===== config.mk =====
export PLATFORM = sky130hd
export DESIGN_NAME = fetch_unit
export DESIGN_NICKNAME = d
export VERILOG_FILES = /design/src/rtl/fetch_unit.sv
export SDC_FILE = /design/constraint.sdc
export NUM_CORES = 1
export LEC_CHECK = 0
export CAP_MARGIN = 20
export CORE_MARGIN = 2
export CORE_UTILIZATION = 47
export CTS_CLUSTER_SIZE = 20
export DETAILED_ROUTE_END_ITERATION = 8
export MAX_ROUTING_LAYER = met4
export PLACE_DENSITY = 0.93
export REMOVE_ABC_BUFFERS = 1
export SYNTH_ARGS = -nofsm -noshare
export SYNTH_HDL_FRONTEND = slang
export SYNTH_SLANG_ARGS = --single-unit
export TNS_END_PERCENT = 10

===== constraint.sdc =====
create_clock -name clk -period 3.18 [get_ports clk]
set_input_delay 0.477 -clock clk [delete_from_list [all_inputs] [get_ports clk]]
set_output_delay 0.477 -clock clk [all_outputs]
set_load 0.005 [all_outputs]

===== src/rtl/fetch_unit.sv =====
`default_nettype none
// ============================================================================
// Module   : fetch_unit
// Purpose  : Instruction-fetch stage. Owns the PC and the IF/ID register, and
//            handles stalls, flushes, redirects, end-of-memory halt and errors.
// Revision : 1.0  initial release
// ============================================================================
module fetch_unit #(
    parameter logic [31:0] RESET_PC   = 32'h0000_0000,
    parameter int          IMEM_BYTES = 64,
    parameter int          CNT_W      = 16
) (
    input  logic             clk,
    input  logic             rst_n,
    input  logic             stall,
    input  logic             flush,
    input  logic             branch_taken,
    input  logic [31:0]      branch_target,
    input  logic             jump,
    input  logic [31:0]      jump_target,
    input  logic [31:0]      imem_instr,
    output logic [31:0]      pc_out,
    output logic [31:0]      if_id_instr,
    output logic [31:0]      if_id_pc,
    output logic [31:0]      if_id_pc4,
    output logic             if_id_valid,
    output logic             halted,
    output logic             misaligned_err,
    output logic [CNT_W-1:0] fetch_count
);

    localparam logic [31:0]      C_LAST_PC = 32'(IMEM_BYTES - 4);
    localparam logic [CNT_W-1:0] C_CNT_ONE = {{(CNT_W-1){1'b0}}, 1'b1};

    typedef enum logic [1:0] {
        ST_RUN  = 2'd0,
        ST_HALT = 2'd1,
        ST_ERR  = 2'd2
    } state_t;

    state_t           r_state;
    state_t           w_state_nxt;
    logic [31:0]      r_pc;
    logic [31:0]      w_pc_nxt;
    logic [31:0]      r_instr;
    logic [31:0]      r_id_pc;
    logic [31:0]      r_id_pc4;
    logic             r_valid;
    logic             r_err;
    logic [CNT_W-1:0] r_count;

    logic        w_redirect;
    logic [31:0] w_target;
    logic        w_tgt_misaligned;
    logic        w_tgt_in_range;
    logic [31:0] w_pc_plus4;
    logic        w_at_end;
    logic        w_latch;
    logic        w_set_err;

    assign w_redirect       = jump | branch_taken;
    assign w_target         = jump ? jump_target : branch_target;
    assign w_tgt_misaligned = (w_target[1:0] != 2'b00);
    assign w_tgt_in_range   = (w_target <= C_LAST_PC);
    assign w_pc_plus4       = r_pc + 32'd4;
    assign w_at_end         = (w_pc_plus4 > C_LAST_PC);

    always_comb begin
        w_state_nxt = r_state;
        w_pc_nxt    = r_pc;
        w_latch     = 1'b0;
        w_set_err   = 1'b0;
        case (r_state)
            ST_RUN: begin
                w_latch = ~stall;
                if (w_redirect) begin
                    if (w_tgt_misaligned) begin
                        w_state_nxt = ST_ERR;
                        w_set_err   = 1'b1;
                    end else begin
                        w_pc_nxt = w_target;
                    end
                end else if (!stall) begin
                    // The final word is still latched; the PC parks on it.
                    if (w_at_end) begin
                        w_state_nxt = ST_HALT;
                    end else begin
                        w_pc_nxt = w_pc_plus4;
                    end
                end
            end
            ST_HALT: begin
                if (w_redirect) begin
                    if (w_tgt_misaligned) begin
                        w_state_nxt = ST_ERR;
                        w_set_err   = 1'b1;
                    end else if (w_tgt_in_range) begin
                        w_pc_nxt    = w_target;
                        w_state_nxt = ST_RUN;
                    end
                end
            end
            ST_ERR: begin
                w_state_nxt = ST_ERR;
            end
            default: begin
                w_state_nxt = ST_RUN;
            end
        endcase
    end

    always_ff @(posedge clk or negedge rst_n) begin
        if (!rst_n) begin
            r_state <= ST_RUN;
            r_pc    <= RESET_PC;
            r_err   <= 1'b0;
        end else begin
            r_state <= w_state_nxt;
            r_pc    <= w_pc_nxt;
            if (w_set_err) begin
                r_err <= 1'b1;
            end
        end
    end

    // Flush takes priority over a latch; outside RUN the register only loses validity.
    always_ff @(posedge clk or negedge rst_n) begin
        if (!rst_n) begin
            r_instr  <= 32'd0;
            r_id_pc  <= 32'd0;
            r_id_pc4 <= 32'd0;
            r_valid  <= 1'b0;
            r_count  <= '0;
        end else begin
            if (flush) begin
                r_instr <= 32'd0;
                r_valid <= 1'b0;
            end else if (w_latch) begin
                r_instr  <= imem_instr;
                r_id_pc  <= r_pc;
                r_id_pc4 <= w_pc_plus4;
                r_valid  <= 1'b1;
                if (!(&r_count)) begin
                    r_count <= r_count + C_CNT_ONE;
                end
            end else if (r_state != ST_RUN) begin
                r_valid <= 1'b0;
            end
        end
    end

    assign pc_out         = r_pc;
    assign if_id_instr    = r_instr;
    assign if_id_pc       = r_id_pc;
    assign if_id_pc4      = r_id_pc4;
    assign if_id_valid    = r_valid;
    assign halted         = (r_state == ST_HALT);
    assign misaligned_err = r_err;
    assign fetch_count    = r_count;

endmodule
`default_nettype wire


==> results of run 1 <==
==> worst max-delay path: cells and delay by family, from the launching register on <==
kind / cells / cell delay (ps)
DFF: 1 / 360
buffers and inverters: 1 / 280
AOI/OAI and AO/OA: 2 / 420
and+or+nand+nor: 5 / 1520
adders and majority gates: 1 / 230
==> sequential cells by signal, summed over array words and instances, names as in the netlist <==
name            cells
misaligned_err      1
if_id_pc           32
if_id_instr        32
if_id_pc4          30
if_id_valid         1
pc_out             32
r_state             2
fetch_count        16
==> per-stage QoR <==
stage                     power, W  utilization  cell area (µm²)  worst slack [ps]
after global placement     0.00628        0.662            10600               317
after detailed placement   0.00643        0.662            10600               121
final                      0.00855        0.703            11200               225
after CTS                  0.00854        0.701            11200               102
after global routing       0.00900        0.702            11200              24.6
after floorplan            0.00428            -             7400             -2830
==> cells in the mapped netlist, types with 5 or more instances <==
library cell,count
a22o_1,32
mux2i_1,30
clkbuf_1,40
xor2_1,17
nor4_1,16
and3_1,9
nor3_1,22
mux2_2,8
xnor2_1,31
a31oi_1,5
a211oi_1,7
o311ai_1,9
a21oi_1,13
o22ai_1,10
inv_1,10
nor2_1,38
buf_2,14
o211ai_1,12
nand3_1,39
dfrtp_1,146
nand2_1,163
nand4_1,22
o21ai_0,51
buf_4,8
==> cells by family (layout without fill, tap and decap cells) <==
group,Yosys count,in the layout,synth area share
simple gates,350,350,0.228
compound gates,158,158,0.143
flops,146,146,0.474
buf+inv,77,340,0.0446
xor+xnor,48,48,0.0545
mux,38,38,0.0506
fa+ha+maj,3,3,0.00487
other cells,0,1,0
==> how the worst min path moves through the flow <==
stage	startpoint	end	slack [ps]	cells past startpoint
final	rst_n	fetch_count[8]	50	1
after global routing	rst_n	fetch_count[2]	110	1
after CTS	rst_n	if_id_instr[0]	90	1
after detailed placement	misaligned_err	misaligned_err	460	1
after global placement	misaligned_err	misaligned_err	450	1
after floorplan	rst_n	fetch_count[0]	180	0
==> placed cells by master, fill, tap and decap left out, drive strengths merged, types with 26 or more instances in the layout <==
| master | n |
|---|---|
| clkdlybuf4s50 | 246 |
| nand2 | 163 |
| dfrtp | 146 |
| buf | 52 |
| o21ai | 51 |
| nand3 | 39 |
| nor2 | 38 |
| a22o | 32 |
| xnor2 | 31 |
| mux2i | 30 |
| nand4 | 26 |
| nor3 | 26 |
==> final cells by class <==
type                            count  area, µm²  area share
Clock buffer                       18        439      0.0392
Inverter                           10       37.5     0.00335
Clock inverter                     14        178      0.0159
Tap cell                          216        270      0.0241
Antenna cell                        1       2.50    0.000223
Timing Repair Buffer              298       2880       0.257
Multi-Input combinational cell    597       3740       0.334
Sequential cell                   146       3650       0.326
==> what timing repair did <==
item | 4_1_cts | 5_1_grt
hold buffers | 0 | 0
resized for setup | 0 | 1
setup endpoints to repair | 0 | 23
setup buffers | 0 | 2
==> routing by layer <==
metal | GRT usage | share of wire
met1 | 0.378 | 0.41
met2 | 0.480 | 0.48
met5 | - | 0
met3 | 0.0627 | 0.077
met4 | 0.106 | 0.031
==> power by group through the flow <==
stage | combinational (W) | sequential [W] | clock [W]
floorplan | 0.00121 | 0.00307 | 0
global placement | 0.00330 | 0.00298 | 0
detailed placement | 0.00341 | 0.00302 | 0
CTS | 0.00344 | 0.00298 | 0.00211
global route | 0.00373 | 0.00308 | 0.00220
finish | 0.00346 | 0.00300 | 0.00209
==> flow_metrics.env, run 1 <==
export IMPL_grt_antenna_before_repair=0
export IMPL_yosys_warnings=0
export IMPL_fin_skew_ps=5.32
export IMPL_intPower_w=0.00554
export IMPL_synth_seq_area_share=0.474
export IMPL_cts_root_buf="clkbuf_16"
export IMPL_hold_path_class="in -> async"
export IMPL_grt_pass1_wl_mm=40.4
export IMPL_place_gp_congestion=0.932
export IMPL_worstSkewPairLatency_ps=430
export IMPL_final_max_slew_viol_count=0
export IMPL_fill_cells=1207
export IMPL_clk_pin_slew_ps=60
export IMPL_dieWidth_um=132
export IMPL_power_share_combinational=0.404
export IMPL_drive_above_1_share=0.110
export IMPL_boundaryPins=249
export IMPL_grt_pass1_vias=7652
export IMPL_synth_area_um2=7710
export IMPL_htreeDepth=4
export IMPL_switching_share=0.352
export IMPL_status="finished clean"
export IMPL_worstRegToRegCells=9
export IMPL_start_util=0.484
export IMPL_synth_edff_count=0
export IMPL_via_count=7596
export IMPL_r2r_end="pc_out[17]"
export IMPL_max_freq_mhz=338
export IMPL_num_rows=46
export IMPL_rsz0062_at_grt="false"
export IMPL_reg2reg_from="pc_out[2]"
export IMPL_worstMarginPinSlew_ps=756
export IMPL_tns_ps=0
export IMPL_cp_arrival_ps=3230
export IMPL_crit_required_ps=3460
export IMPL_relSlewSlack=0.492
export IMPL_core_area_um2=15900
export IMPL_routed_via_density=5.84
export IMPL_syn_area_per_cell_um2=9.40
export IMPL_hold_slack_ps=45.0
export IMPL_io_buffers=248
export IMPL_finalHoldViolCount=0
export IMPL_dp_hpwl_mm=18.7
export IMPL_ys_ff_latch=146
export IMPL_cts_buffers=17
export IMPL_startpoint="pc_out[2]"
export IMPL_first_pass_iters=7
export IMPL_synth_top_area_frac=0.474
export IMPL_p_switching_w=0.00301
export IMPL_grt_ovfl_total=0
export IMPL_grt_usage=0.300
export IMPL_setup_viol=0
export IMPL_leakage_nw=4.76
export IMPL_dpl_cell_count=1265
export IMPL_synthArstFlopShare=1.00
export IMPL_cts_num_sinks=146
export IMPL_fin_crit_ps=2950
export IMPL_vdd_drop_max_uv=505
export IMPL_power_density_nw_per_um2=763
export IMPL_clockPowerShare=0.245
export IMPL_wl_mm=25.2
export IMPL_clk_path_buf_depth=2
export IMPL_slowest_delay_ps=610
export IMPL_min_period_over_period=0.929
export IMPL_slowest_stage="or4_4"
export IMPL_yosysUniqueCellTypes=62
export IMPL_yosys_area_top_type="dfrtp_1"
export IMPL_worstPathCellList="ha_1 > nand4_4 > or4_4 > nor4b_2 > or3_2 > nand4_2 > buf_4 > o311ai_1 > o211ai_1"
export IMPL_maxCapViolCount=0
export IMPL_crit_fanout=10
export IMPL_cts_tree="built"
export IMPL_endpoint_kind="flip-flop"
export IMPL_final_cells=1300
export IMPL_synth_cells=820
export IMPL_r2r_slack_ps=230
export IMPL_drc=0
export IMPL_grt_max_degree=93
export IMPL_die_height_um=132
export IMPL_synthFlopType="dfrtp_1"
export IMPL_final_net_count=1175
export IMPL_yosys_top_cells_area="dfrtp_1 (47%), nand2_1 (7.9%), mux2i_1 (3.9%)"
export IMPL_p_seq_frac=0.351
export IMPL_ant_nets=0
export IMPL_start_kind="flip-flop"
export IMPL_criticalPathCategory="reg -> reg"
export IMPL_syn_to_final_growth_pct=45.3
export IMPL_endpoint="pc_out[17]"
export IMPL_detail_route_iter0_violations=789
export IMPL_wl_per_cell_um=19.4
export IMPL_die_area_um2=17400
Note: power is estimated with default switching activity, not from simulation.
==> run 2, diff against run 1 <==
--- a/config.mk
+++ b/config.mk
@@ -6,7 +6,6 @@
 export NUM_CORES = 1
 export LEC_CHECK = 0
 export CAP_MARGIN = 20
-export CORE_MARGIN = 2
 export CORE_UTILIZATION = 47
 export CTS_CLUSTER_SIZE = 20
 export DETAILED_ROUTE_END_ITERATION = 8
==> run 2 against run 1 <==
- final cell count stayed put
- register-to-register slack worse by 130 ps
- critical path depth stayed put
- first-iteration DRC count is 5.7% lower
- final area is 0.27% higher
- die area is 3.0% lower
- count of clock-buffer cells in the layout stayed put
- critical path type unchanged
- critical endpoint is now pc_out[19]
- largest cell class unchanged
==> flow_metrics.env, run 2 (synthesized netlist as in run 1, its figures left out) <==
export IMPL_cts_root_buf="clkbuf_16"
export IMPL_detail_route_iter0_violations=744
export IMPL_n_antenna_cell=0
export IMPL_p_seq_frac=0.347
export IMPL_via_count=7687
export IMPL_final_max_slew_viol_count=0
export IMPL_leakage_nw=4.76
export IMPL_hold_path_class="in -> async"
export IMPL_criticalPathCategory="reg -> reg"
export IMPL_endpoint_kind="flip-flop"
export IMPL_grt_ovfl_total=0
export IMPL_status="finished clean"
export IMPL_layout_commonest_cell="clkdlybuf4s50_1"
export IMPL_clockPowerShare=0.240
export IMPL_final_net_count=1176
export IMPL_dpl_cell_count=1267
export IMPL_routed_via_density=5.91
export IMPL_relSlewSlack=0.562
export IMPL_hold_slack_ps=51.5
export IMPL_drive_above_1_share=0.114
export IMPL_num_rows=46
export IMPL_switching_share=0.361
export IMPL_crit_fanout=7
export IMPL_setup_viol=0
export IMPL_p_switching_w=0.00310
export IMPL_cts_buffers=17
export IMPL_cts_num_sinks=146
export IMPL_tns_ps=0
export IMPL_final_cell_mix="clkdlybuf4s50_1 (246), nand2_1 (163), dfrtp_1 (146)"
export IMPL_grt_usage=0.320
export IMPL_grt_max_degree=71
export IMPL_clk_pin_slew_ps=70
export IMPL_cts_tree="built"
export IMPL_final_cells=1300
export IMPL_io_buffers=248
export IMPL_wl_per_cell_um=19.6
export IMPL_crit_required_ps=3470
export IMPL_start_util=0.484
export IMPL_dieWidth_um=130
export IMPL_wl_mm=25.5
export IMPL_fin_skew_ps=9.85
export IMPL_drc=0
export IMPL_min_period_over_period=0.968
export IMPL_start_kind="flip-flop"
export IMPL_die_area_um2=16900
export IMPL_grt_antenna_before_repair=0
export IMPL_finalHoldViolCount=0
export IMPL_die_height_um=130
export IMPL_htreeDepth=4
export IMPL_maxCapViolCount=0
export IMPL_core_area_um2=15900
export IMPL_dp_hpwl_mm=18.6
export IMPL_place_gp_congestion=0.931
export IMPL_rsz0062_at_grt="false"
export IMPL_max_freq_mhz=325
export IMPL_syn_to_final_growth_pct=45.6
export IMPL_power_share_combinational=0.413
export IMPL_clk_path_buf_depth=2
export IMPL_power_density_nw_per_um2=764
export IMPL_worstSkewPairLatency_ps=440
export IMPL_vdd_drop_max_uv=498
export IMPL_grt_pass1_wl_mm=39.6
export IMPL_boundaryPins=249
export IMPL_holdBufCountCts=0
export IMPL_placed_area_um2=10600
export IMPL_fin_crit_ps=3080
export IMPL_first_pass_iters=5
export IMPL_grt_pass1_vias=7415
export IMPL_ant_nets=0
export IMPL_final_area_um2=11200
export IMPL_worstMarginPinSlew_ps=657
export IMPL_cp_arrival_ps=3370
export IMPL_intPower_w=0.00549
## run 2: cell types whose count changed in the layout (fill, tap and decap cells not counted), sizes merged
cell	delta
diode	-1
buf	+1
inv	+4
bufinv	-1
clkinv	-2
clkinvlp	-1
## run 2: cell type report
class | count | area, µm²
clock buffer | 18 | 439
clock inverter | 14 | 165
fill | 1189 | 4710
inverter | 10 | 37.5
multi-input combinational | 597 | 3780
sequential | 146 | 3650
tap | 216 | 270
timing repair buffer | 299 | 2890
## run 2: stage by stage
step	total power, W	setup WS, ps	util
6_report	0.00859	100	0.704
5_1_grt	0.00903	15.0	0.704
4_1_cts	0.00853	58.4	0.701
3_5_place_dp	0.00643	175	0.663
3_3_place_gp	0.00631	274	0.663
2_1_floorplan	0.00428	-2830	-
## run 2: path summary, 6_finish.rpt
kind / end / from / depth (start not counted) / slack, ps
hold reg to reg: if_id_pc4[16] / if_id_pc4[16] / 2 / 480
setup / recovery: pc_out[19] / pc_out[3] / 9 / 100
max in group asynchronous: if_id_instr[19] / rst_n / 2 / 2300
setup reg to reg: pc_out[19] / pc_out[3] / 9 / 100
min in group clk: if_id_pc4[16] / if_id_pc4[16] / 2 / 480
hold / removal: fetch_count[3] / rst_n / 1 / 50
## run 2: timing repair
item | CTS | global route
buffers inserted | 0 | 1
gates resized for setup | 0 | 7
endpoints found under the setup margin | 0 | 21
## run 2: power groups by stage
stage | sequential, W | combinational [W] | clock [W]
after global routing | 0.00304 | 0.00382 | 0.00216
after global placement | 0.00295 | 0.00337 | 0
after CTS | 0.00296 | 0.00349 | 0.00208
after floorplan | 0.00307 | 0.00121 | 0
final | 0.00298 | 0.00355 | 0.00206
after detailed placement | 0.00298 | 0.00345 | 0
## run 2: layer usage
layer	up-vias	wire [µm]	global-route usage
met1	3716	10200	0.403
li1	3444	-	-
met2	455	12300	0.502
met4	0	758	0.126
met5	-	0	-
met3	72	2240	0.0705
## run 2: critical path, cell delays in order, from the launching register on
cell and delay (ps):
dfrtp_1 420, ha_1 260, nand4_4 160, or4_4 600, nor3_1 190, xnor2_1 270, nand4_4 260, buf_4 250
o311ai_1 360, o211ai_1 160
